<file path="src/rtl/toggle_mon_pkg.sv">
// toggle_mon_pkg: shared state encoding and default parameter values for the
// toggle_monitor block and its gap timer.
package toggle_mon_pkg;

  localparam int COUNT_W_DEF    = 16;
  localparam int INT_W_DEF      = 8;
  localparam int TIMEOUT_DEF    = 16;
  localparam int LOCK_EDGES_DEF = 4;

  typedef enum logic [1:0] {
    IDLE  = 2'd0,
    ACQ   = 2'd1,
    TRACK = 2'd2,
    FAULT = 2'd3
  } tm_state_e;

endpackage

</file>
<file path="src/rtl/toggle_mon_if.sv">
// toggle_mon_if: crossed data bit and clear going into the monitor, and its
// debug readout (edge count, lock/fault flags, interval statistics) coming out.
interface toggle_mon_if
  import toggle_mon_pkg::*;
#(
  parameter int COUNT_W = COUNT_W_DEF,
  parameter int INT_W   = INT_W_DEF
);
  logic               din;
  logic               clear;
  logic [COUNT_W-1:0] edge_count;
  logic               locked;
  logic               fault;
  logic [INT_W-1:0]   last_interval;
  logic [INT_W-1:0]   min_interval;
  logic [INT_W-1:0]   max_interval;

  // Stimulus / readout side.
  modport master (
    output din, clear,
    input  edge_count, locked, fault, last_interval, min_interval, max_interval
  );

  // Monitor side.
  modport slave (
    input  din, clear,
    output edge_count, locked, fault, last_interval, min_interval, max_interval
  );
endinterface

</file>
<file path="src/rtl/tm_gap_timer.sv">
// tm_gap_timer: counts cycles since the last transition, saturating at
// all-ones, and flags the TIMEOUT-th consecutive edgeless cycle.
module tm_gap_timer #(
  parameter int INT_W   = 8,
  parameter int TIMEOUT = 16
) (
  input  logic             Bclk,
  input  logic             reset,
  input  logic             edge_det,
  input  logic             clear,
  output logic [INT_W-1:0] gap,
  output logic             timeout
);
  localparam logic [INT_W-1:0] GAP_MAX = '1;
  localparam logic [INT_W-1:0] GAP_TO  = INT_W'(TIMEOUT - 1);

  // Restart on every edge (or clear), otherwise count up and stick at max.
  always_ff @(posedge Bclk or posedge reset) begin
    if (reset) begin
      gap <= '0;
    end else if (clear || edge_det) begin
      gap <= '0;
    end else if (gap != GAP_MAX) begin
      gap <= gap + 1'b1;
    end
  end

  // gap reads TIMEOUT-1 on the TIMEOUT-th cycle without a transition.
  assign timeout = !edge_det && (gap == GAP_TO);
endmodule

</file>
<file path="src/rtl/toggle_monitor.sv">
// toggle_monitor: counts transitions of the crossed data bit and runs an
// IDLE/ACQ/TRACK/FAULT machine reporting regular toggling (locked) or a stall
// (sticky fault). Interval statistics are built only when
// TOGGLE_MON_INTERVAL_EN is defined; otherwise the interval ports read 0.
module toggle_monitor
  import toggle_mon_pkg::*;
#(
  parameter int COUNT_W    = COUNT_W_DEF,
  parameter int INT_W      = INT_W_DEF,
  parameter int TIMEOUT    = TIMEOUT_DEF,
  parameter int LOCK_EDGES = LOCK_EDGES_DEF
) (
  input logic        Bclk,
  input logic        reset,
  toggle_mon_if.slave bus
);
  localparam int                GOOD_W    = $clog2(LOCK_EDGES + 1);
  localparam logic [GOOD_W-1:0] GOOD_LOCK = GOOD_W'(LOCK_EDGES);

  logic               d_q;
  logic               edge_det;
  logic [INT_W-1:0]   gap;
  logic               timeout;
  tm_state_e          state;
  logic [GOOD_W-1:0]  good;
  logic [COUNT_W-1:0] edge_count_q;
  logic               locked_q;
  logic               fault_q;

  // Previous din; loads even during clear so a discarded edge is not seen twice.
  always_ff @(posedge Bclk or posedge reset) begin
    if (reset) d_q <= 1'b0;
    else       d_q <= bus.din;
  end

  // Either polarity of change counts as a transition.
  assign edge_det = bus.din ^ d_q;

  tm_gap_timer #(
    .INT_W   (INT_W),
    .TIMEOUT (TIMEOUT)
  ) u_gap (
    .Bclk     (Bclk),
    .reset    (reset),
    .edge_det (edge_det),
    .clear    (bus.clear),
    .gap      (gap),
    .timeout  (timeout)
  );

  // Free-running transition count, wraps naturally at 2^COUNT_W.
  always_ff @(posedge Bclk or posedge reset) begin
    if (reset)              edge_count_q <= '0;
    else if (bus.clear)     edge_count_q <= '0;
    else if (edge_det)      edge_count_q <= edge_count_q + 1'b1;
  end

  // Acquire/track/fault machine with locked/fault registered alongside state.
  always_ff @(posedge Bclk or posedge reset) begin
    if (reset) begin
      state    <= IDLE;
      good     <= '0;
      locked_q <= 1'b0;
      fault_q  <= 1'b0;
    end else if (bus.clear) begin
      state    <= IDLE;
      good     <= '0;
      locked_q <= 1'b0;
      fault_q  <= 1'b0;
    end else begin
      case (state)
        IDLE: begin
          if (edge_det) begin
            good <= GOOD_W'(1);
            if (LOCK_EDGES == 1) begin
              state    <= TRACK;
              locked_q <= 1'b1;
            end else begin
              state <= ACQ;
            end
          end
        end
        ACQ: begin
          if (edge_det) begin
            good <= good + 1'b1;
            if (good + 1'b1 == GOOD_LOCK) begin
              state    <= TRACK;
              locked_q <= 1'b1;
            end
          end else if (timeout) begin
            state <= IDLE;
            good  <= '0;
          end
        end
        TRACK: begin
          if (timeout) begin
            state    <= FAULT;
            locked_q <= 1'b0;
            fault_q  <= 1'b1;
          end
        end
        FAULT: begin
          state <= FAULT;
        end
        default: begin
          state    <= IDLE;
          good     <= '0;
          locked_q <= 1'b0;
          fault_q  <= 1'b0;
        end
      endcase
    end
  end

  assign bus.edge_count = edge_count_q;
  assign bus.locked     = locked_q;
  assign bus.fault      = fault_q;

`ifdef TOGGLE_MON_INTERVAL_EN
  logic [INT_W-1:0] last_q;
  logic [INT_W-1:0] min_q;
  logic [INT_W-1:0] max_q;
  logic [INT_W-1:0] new_iv;
  logic             seen_q;

  // Spacing of the current edge from the previous one, saturating.
  assign new_iv = (gap == '1) ? gap : gap + 1'b1;

  // Interval stats; the first edge after reset/clear has no valid predecessor,
  // so it only arms the min/max tracking.
  always_ff @(posedge Bclk or posedge reset) begin
    if (reset) begin
      last_q <= '0;
      min_q  <= '1;
      max_q  <= '0;
      seen_q <= 1'b0;
    end else if (bus.clear) begin
      last_q <= '0;
      min_q  <= '1;
      max_q  <= '0;
      seen_q <= 1'b0;
    end else if (edge_det) begin
      last_q <= new_iv;
      seen_q <= 1'b1;
      if (seen_q && (new_iv < min_q)) min_q <= new_iv;
      if (seen_q && (new_iv > max_q)) max_q <= new_iv;
    end
  end

  assign bus.last_interval = last_q;
  assign bus.min_interval  = min_q;
  assign bus.max_interval  = max_q;
`else
  // gap only feeds the interval statistics, which this build leaves out.
  logic gap_unused;
  assign gap_unused = ^gap;

  assign bus.last_interval = '0;
  assign bus.min_interval  = '0;
  assign bus.max_interval  = '0;
`endif
endmodule

</file>
<file path="src/flat_wrapper.sv">
// flat-port wrapper written by rule: the top's interface ports become plain ports
module toggle_monitor_flat import toggle_mon_pkg::*;
#(
  parameter int COUNT_W    = COUNT_W_DEF,
  parameter int INT_W      = INT_W_DEF,
  parameter int TIMEOUT    = TIMEOUT_DEF,
  parameter int LOCK_EDGES = LOCK_EDGES_DEF
)
  (Bclk, reset, bus_din, bus_clear, bus_edge_count, bus_locked, bus_fault, bus_last_interval, bus_min_interval, bus_max_interval);
  toggle_mon_if #(.COUNT_W(COUNT_W), .INT_W(INT_W)) bus_i ();
  input logic Bclk;
  input logic reset;
  input wire logic [$bits(bus_i.din)-1:0] bus_din;
  input wire logic [$bits(bus_i.clear)-1:0] bus_clear;
  output wire logic [$bits(bus_i.edge_count)-1:0] bus_edge_count;
  output wire logic [$bits(bus_i.locked)-1:0] bus_locked;
  output wire logic [$bits(bus_i.fault)-1:0] bus_fault;
  output wire logic [$bits(bus_i.last_interval)-1:0] bus_last_interval;
  output wire logic [$bits(bus_i.min_interval)-1:0] bus_min_interval;
  output wire logic [$bits(bus_i.max_interval)-1:0] bus_max_interval;
  assign bus_i.din = bus_din;
  assign bus_i.clear = bus_clear;
  assign bus_edge_count = bus_i.edge_count;
  assign bus_locked = bus_i.locked;
  assign bus_fault = bus_i.fault;
  assign bus_last_interval = bus_i.last_interval;
  assign bus_min_interval = bus_i.min_interval;
  assign bus_max_interval = bus_i.max_interval;
  toggle_monitor #(.COUNT_W(COUNT_W), .INT_W(INT_W), .TIMEOUT(TIMEOUT), .LOCK_EDGES(LOCK_EDGES)) u_core (.Bclk(Bclk), .reset(reset), .bus(bus_i));
endmodule
</file>
<file path="config.mk">
export PLATFORM = sky130hd
export DESIGN_NAME = toggle_monitor_flat
export DESIGN_NICKNAME = d
export VERILOG_FILES = /design/src/rtl/toggle_mon_pkg.sv /design/src/rtl/toggle_mon_if.sv /design/src/rtl/tm_gap_timer.sv /design/src/rtl/toggle_monitor.sv /design/src/flat_wrapper.sv
export SDC_FILE = /design/constraint.sdc
export NUM_CORES = 1
export LEC_CHECK = 0
export CAP_MARGIN = 20
export CORE_MARGIN = 1
export CORE_UTILIZATION = 46
export CTS_BUF_LIST = sky130_fd_sc_hd__clkbuf_2 sky130_fd_sc_hd__clkbuf_4 sky130_fd_sc_hd__clkbuf_8
export CTS_CLUSTER_DIAMETER = 150
export DETAILED_ROUTE_END_ITERATION = 7
export PLACE_DENSITY = 0.8
export REMOVE_ABC_BUFFERS = 1
export SETUP_SLACK_MARGIN = 0.3
export SYNTH_ARGS = -nofsm -noshare
export SYNTH_HDL_FRONTEND = slang
export SYNTH_HIERARCHICAL = 1
export SYNTH_SLANG_ARGS = --single-unit
</file>
<file path="constraint.sdc">
create_clock -name Bclk -period 1.92 [get_ports Bclk]
set_clock_uncertainty 0.05 [all_clocks]
set_input_delay 0.192 -clock Bclk [delete_from_list [all_inputs] [get_ports Bclk]]
set_output_delay 0.192 -clock Bclk [all_outputs]
set_load 0.1 [all_outputs]
</file>
Yosys cells after proc, flatten, opt, wreduce, memory -nomap -nowiden:

Index checks and enable logic that the tools add are counted.

* output and inout port bits: 42
* memories kept: 0
* memory bits (writable): 0
* word-level logic and storage cells: 61
* bits in read-only memories: 0
* latch bits: 0
* flip-flop bits (word level): 32
* input port bits: 4

* div/mod/pow operators: 0
* multipliers: 0
* equal/unequal tests: 12
* muxes and demuxes: 24
* reduce and logical (&&, ||, !) cells: 14
* bitwise logic cells: 1
* add/sub/neg operators: 3
* shift-type cells: 0
* order comparisons: 0

Operators by type and width (number)
* two-way mux 16 bit: 2
* adder 16 x 1 -> 16 bit (second input constant): 1
* two-way mux 8 bit: 2
* two-way mux 2 bit: 6
* two-way mux 3 bit: 4
* adder 8 x 1 -> 8 bit (second input constant): 1
* == test 8 x 4 -> 1 bit (second input constant): 1
* != test 4 x 3 -> 1 bit (second input constant): 2
* != test 8 bit (second input constant): 1
* one-hot mux 2 bit (4 select lines): 1
* AND reduction 4 bit: 2
* nonzero test 2 bit: 4
* two-way mux 1 bit: 7
* != test 3 x 2 -> 1 bit (second input constant): 2
* != test 3 bit (second input constant): 2
* one-hot mux 3 bit (2 select lines): 1
* nonzero test 3 bit: 2
* == test 2 bit (second input constant): 2
* adder 3 x 1 -> 3 bit (second input constant): 1
* == test 3 bit (second input constant): 1
* AND reduction 3 bit: 1
* == test 2 x 1 -> 1 bit (second input constant): 1
* zero test 2 bit: 1
* one-hot mux 1 bit (2 select lines): 1
* other kinds (5): 5

Depth between registers and ports, before layout:

* word-level depth: 7
* gate-level depth with buffers: 9
* gate-level depth less buffers: 8

Cells and area by module:

Netlist, hierarchy kept.

Modules (own cells, without submodules)
* toggle_monitor: sequential area each 600.6 um2, cells an instance 147, instances 1, area an instance 1447.6 um2
* tm_gap_timer: sequential area each 200.2 um2, cells an instance 43, instances 1, area an instance 432.9 um2

Worst setup path after synthesis:

Ideal clock, no wire load.

* kind: reg-to-reg
* start: register u_core.edge_count_q[0], in the netlist u_core/bus.edge_count[0]
* end: register u_core.edge_count_q[12], in the netlist u_core/bus.edge_count[12]
* arrival: 2.295 ns
* data required time: 1.745 ns
* path buffers: 0
* stages on the path, launching flop included: 6
* path slack: -0.550 ns
* setup time: 0.125 ns
* clock period less this slack: 2.470 ns
* cell sequence: dfrtp_1 > ha_1 > nand3_2 > nor4_4 > nand3_1 > mux2_4

* cells in the longest elaborated chain, start to end: 3

Ends and longest elaborated chain
* start: declaration: RTL line toggle_monitor.sv:26 `logic [COUNT_W-1:0] edge_count_q;`
* start signal: assignment: RTL line toggle_monitor.sv:55 `else if (edge_det) edge_count_q <= edge_count_q + 1'b1;`
* adder 16 x 1 -> 16 bit: RTL line toggle_monitor.sv:55
* two-way mux 16 bit: RTL line toggle_monitor.sv:55
* two-way mux 16 bit: RTL line toggle_monitor.sv:54 `else if (bus.clear) edge_count_q <= '0;`

No other way between the ends. The select of a mux whose other input is x is not followed.
A chain may end at the register's enable or synchronous reset.

Final worst setup path:

* start: register u_core.d_q
* end: register u_core.state[0]

* cells in the longest elaborated chain, start to end: 5

Ends and longest elaborated chain
* start: declaration: RTL line toggle_monitor.sv:20 `logic d_q;`
* start signal: assignment: RTL line toggle_monitor.sv:33 `else d_q <= bus.din;`
* XOR 1 bit *: RTL line toggle_monitor.sv:37 `assign edge_det = bus.din ^ d_q;`
* via u_core.edge_det: RTL line toggle_monitor.sv:21 `logic edge_det;`
* zero test 1 bit *: RTL line tm_gap_timer.sv:29 `assign timeout = !edge_det && (gap == GAP_TO);`
* logical AND 1 bit *: RTL line tm_gap_timer.sv:29
* via u_core.timeout: RTL line toggle_monitor.sv:23 `logic timeout;`
* != test 4 x 3 -> 1 bit (no source line) / != test 3 x 2 -> 1 bit (equally long branches)
* AND reduction 4 bit (no source line) *
* end signal: assignment: RTL line toggle_monitor.sv:61 `state <= IDLE;`
* end signal: assignment: RTL line toggle_monitor.sv:66 `state <= IDLE;`
* end signal: assignment: RTL line toggle_monitor.sv:76 `state <= TRACK;`
* end: declaration: RTL line toggle_monitor.sv:24 `tm_state_e state;`

Mark *: on every way through the listed nets, which the timed path passes. The rest lies on a longest branch.

==> impl_results.md <==
* Final nets at 240
* Post-synth ARST share at 100.0%
* Die ar. at around 4300 um2
* Post-place setup slack at -0.2202 ns
* Vias per cell at 5.329
* Setup_tns at 0 ns
* CP Data Arrival Time at 1.94 ns
* Peak supply drop at about 0.5 mV
* Starting DRT DRC Count at 37
* Synth Cell Area at 1881 um2
* Final Worst Setup Slack at 0.09506 ns
* Share of the synthesized area in the top cell type at between 40% and 50%
* Yosys warnings at 6
* Die W at 65.94 um
* Hold Crit Class: input pin to async pin
* Leading area contributor after synthesis: dfrtp_1
* CTS Root Cell: clkbuf_8
* Yosys cell types at between 40 and 50
* TritonRoute pass-1 iters at 4
* Top cells by area, synth: dfrtp_1 43%, buf_4 10%, nor2_1 4.4%, xnor2_1 2.8%, ha_1 2.7%
* Startpoint Class: flip-flop
* Number of flops mapped to enable cells by yosys at 0
* Antenna diode count at 0
* CTS max path bufs at 2
* Placer Congestion at 0.8145
* Kind of critical path: flip-flop to flip-flop
* FMAX at 0.5480 GHz
* First-pass GRT wire length at 6058 um
* Cell row count at 22
* Port Buf Inserts at 21
* Critical Path End Type: flip-flop
* WL final at 3772 um
* Vias at 1492
* TritonCTS buffer count at 5
* Pin count of the biggest net entering global routing at 25
* Starting density of the core at 49.51%
* Endpoints failing setup at 0
* Later-pin clock latency in the skew report at around 0.29 ns
* Tcrit/Tclk final at 95.05%
* Share of the yosys chip area belonging to registers at between 40% and 50%
* Ys flop type: dfrtp_1
* CTS tree: yes
* Max Slew Vio Count at 0
* Routed len/inst at roughly 13 um
* Share of cells above drive strength 1 at 31.03%
* Leak pwr at 1.124 nW
* Worst-path clk slew at around 0.060 ns
* Synthesized instance count at 190
* CP Max Fanout at 3
* Post-DRT Antenna Nets at 0
* Yosys reg bits at 32
* Hold Slack at 0.1319 ns
* H-tree Lvls at 2
* Finished Core Util at 61.20%
* Final hold vios at 0
* GRT Resource Usage Total at a little under a fifth
* Die Y at 65.94 um
* Status: completed
* Initial antenna violation count at 0
* Grt ovf at 0
* RSZ-0062 raised after global routing: true
* Vias in the first global route at 1273
* Core area at 3799 um2
* Syn Area/Cell at 9.898 um2
* Fin crit period at 1.825 ns
* Dpl hpwl at 2551 um
* Max-cap violations at 0
* # IOs at 46
* DRC violations left at 0
* Worst Path Required at 2.04 ns
* Total Power at 0.001676 W
* Layout area overhead at 23.62%
* Pwr Density at 720.8 nW/um2
* Clock Sinks at 32
[cell families after synthesis]
group / after synthesis / synth area share [%]
xor+xnor: 10 / 5.057
compound gates: 28 / 8.716
other cells: 1 / 0.1994
fa+ha+maj: 4 / 2.661
mux: 5 / 3.060
buf+inv: 33 / 11.64
simple gates: 77 / 26.08
flops: 32 / 42.58
[metal layers]
metal / share of wire [%] / up-vias / global-route usage [%]
met1: 46 / 722 / 24.42
met5: 0 / - / 0
met4: 1.8 / 0 / 7.181
li1: - / 698 / -
met3: 5.6 / 8 / 5.862
met2: 47 / 64 / 28.32
[layout by cell type, fill, tap and decap left out, types with 3 or more instances in the layout]
master           instances
nand3_1                  3
buf_4                   36
nand4_4                  3
nor3_1                   6
ha_1                     3
and3_1                   4
dfrtp_2                  5
nor2_1                  20
inv_1                    3
a21oi_1                  7
o21ai_0                  5
xnor2_1                  6
clkdlybuf4s50_1          3
clkbuf_8                 7
nor2b_1                  3
nand2_1                 11
nand2b_1                 4
conb_1                  24
a31oi_1                  7
xor2_1                   3
dfrtp_1                 27
[stage by stage]
stage,instance area (um2),std cells
global placement,2111,266
finish,2325,280
CTS,2256,275
global route,2325,280
detailed placement,2111,266
floorplan,1763,184
[where the power goes]
part	switching, W	total, W	internal (W)
sequential	0.0000210	0.000711	0.000690
clock	0.000245	0.000564	0.000319
combinational	0.000327	0.000400	0.0000734
total	0.000593	0.00168	0.00108
[timing repair]
action,CTS,global route
pin swaps,4,9
setup endpoints to repair,12,11
gates resized for setup,10,7
hold buffers,0,0
buffers inserted,2,5
[path summary, 6_finish.rpt]
kind | startpoint | end | slack, ns | cells after the start
max | u_core/d_q | u_core/state[0] | 0.1 | 8
min | reset | u_core/u_gap/gap[3] | 0.13 | 2
max reg2reg | u_core/d_q | u_core/state[0] | 0.1 | 8
min reg2reg | u_core/bus.fault | u_core/bus.fault | 0.47 | 2
max in group asynchronous | reset | u_core/bus.edge_count[2] | 1.32 | 3
min in group Bclk | bus_din | u_core/d_q | 0.38 | 1
[worst max-delay path, stage by stage (launching register included)]
cell	delay, ns
dfrtp_1	0.39
xnor2_2	0.19
inv_2	0.05
or4_4	0.42
nor3_4	0.20
buf_4	0.15
nor2_2	0.04
o21ai_1	0.12
a31oi_1	0.08
[layout make-up]
type / instances / area [um2]
Fill cell: 321 / 1474
Multi-Input combinational cell: 148 / 1006
Sequential cell: 32 / 807.0
Clock buffer: 7 / 96.34
Inverter: 4 / 15.01
Timing Repair Buffer: 41 / 340.3
Tap cell: 48 / 60.06
[synth_stat cells (3+ instances only)]
master,instances
xor2_1,3
a31oi_1,7
o21ai_0,5
dfrtp_1,32
a21oi_1,9
nor2b_1,3
buf_4,25
nor3_1,7
nand2b_1,4
nand3_1,3
nor2_1,22
xnor2_1,6
ha_1,4
and3_1,4
inv_1,3
nand2_1,12
[sequential cells by signal, summed over array words and instances, names as in the netlist]
name	count
u_core/state	2
u_core/u_gap/gap	8
u_core/bus.fault	1
u_core/bus.edge_count	16
u_core/good	3
u_core/d_q	1
u_core/bus.locked	1
Note: power is estimated with default switching activity, not from simulation.
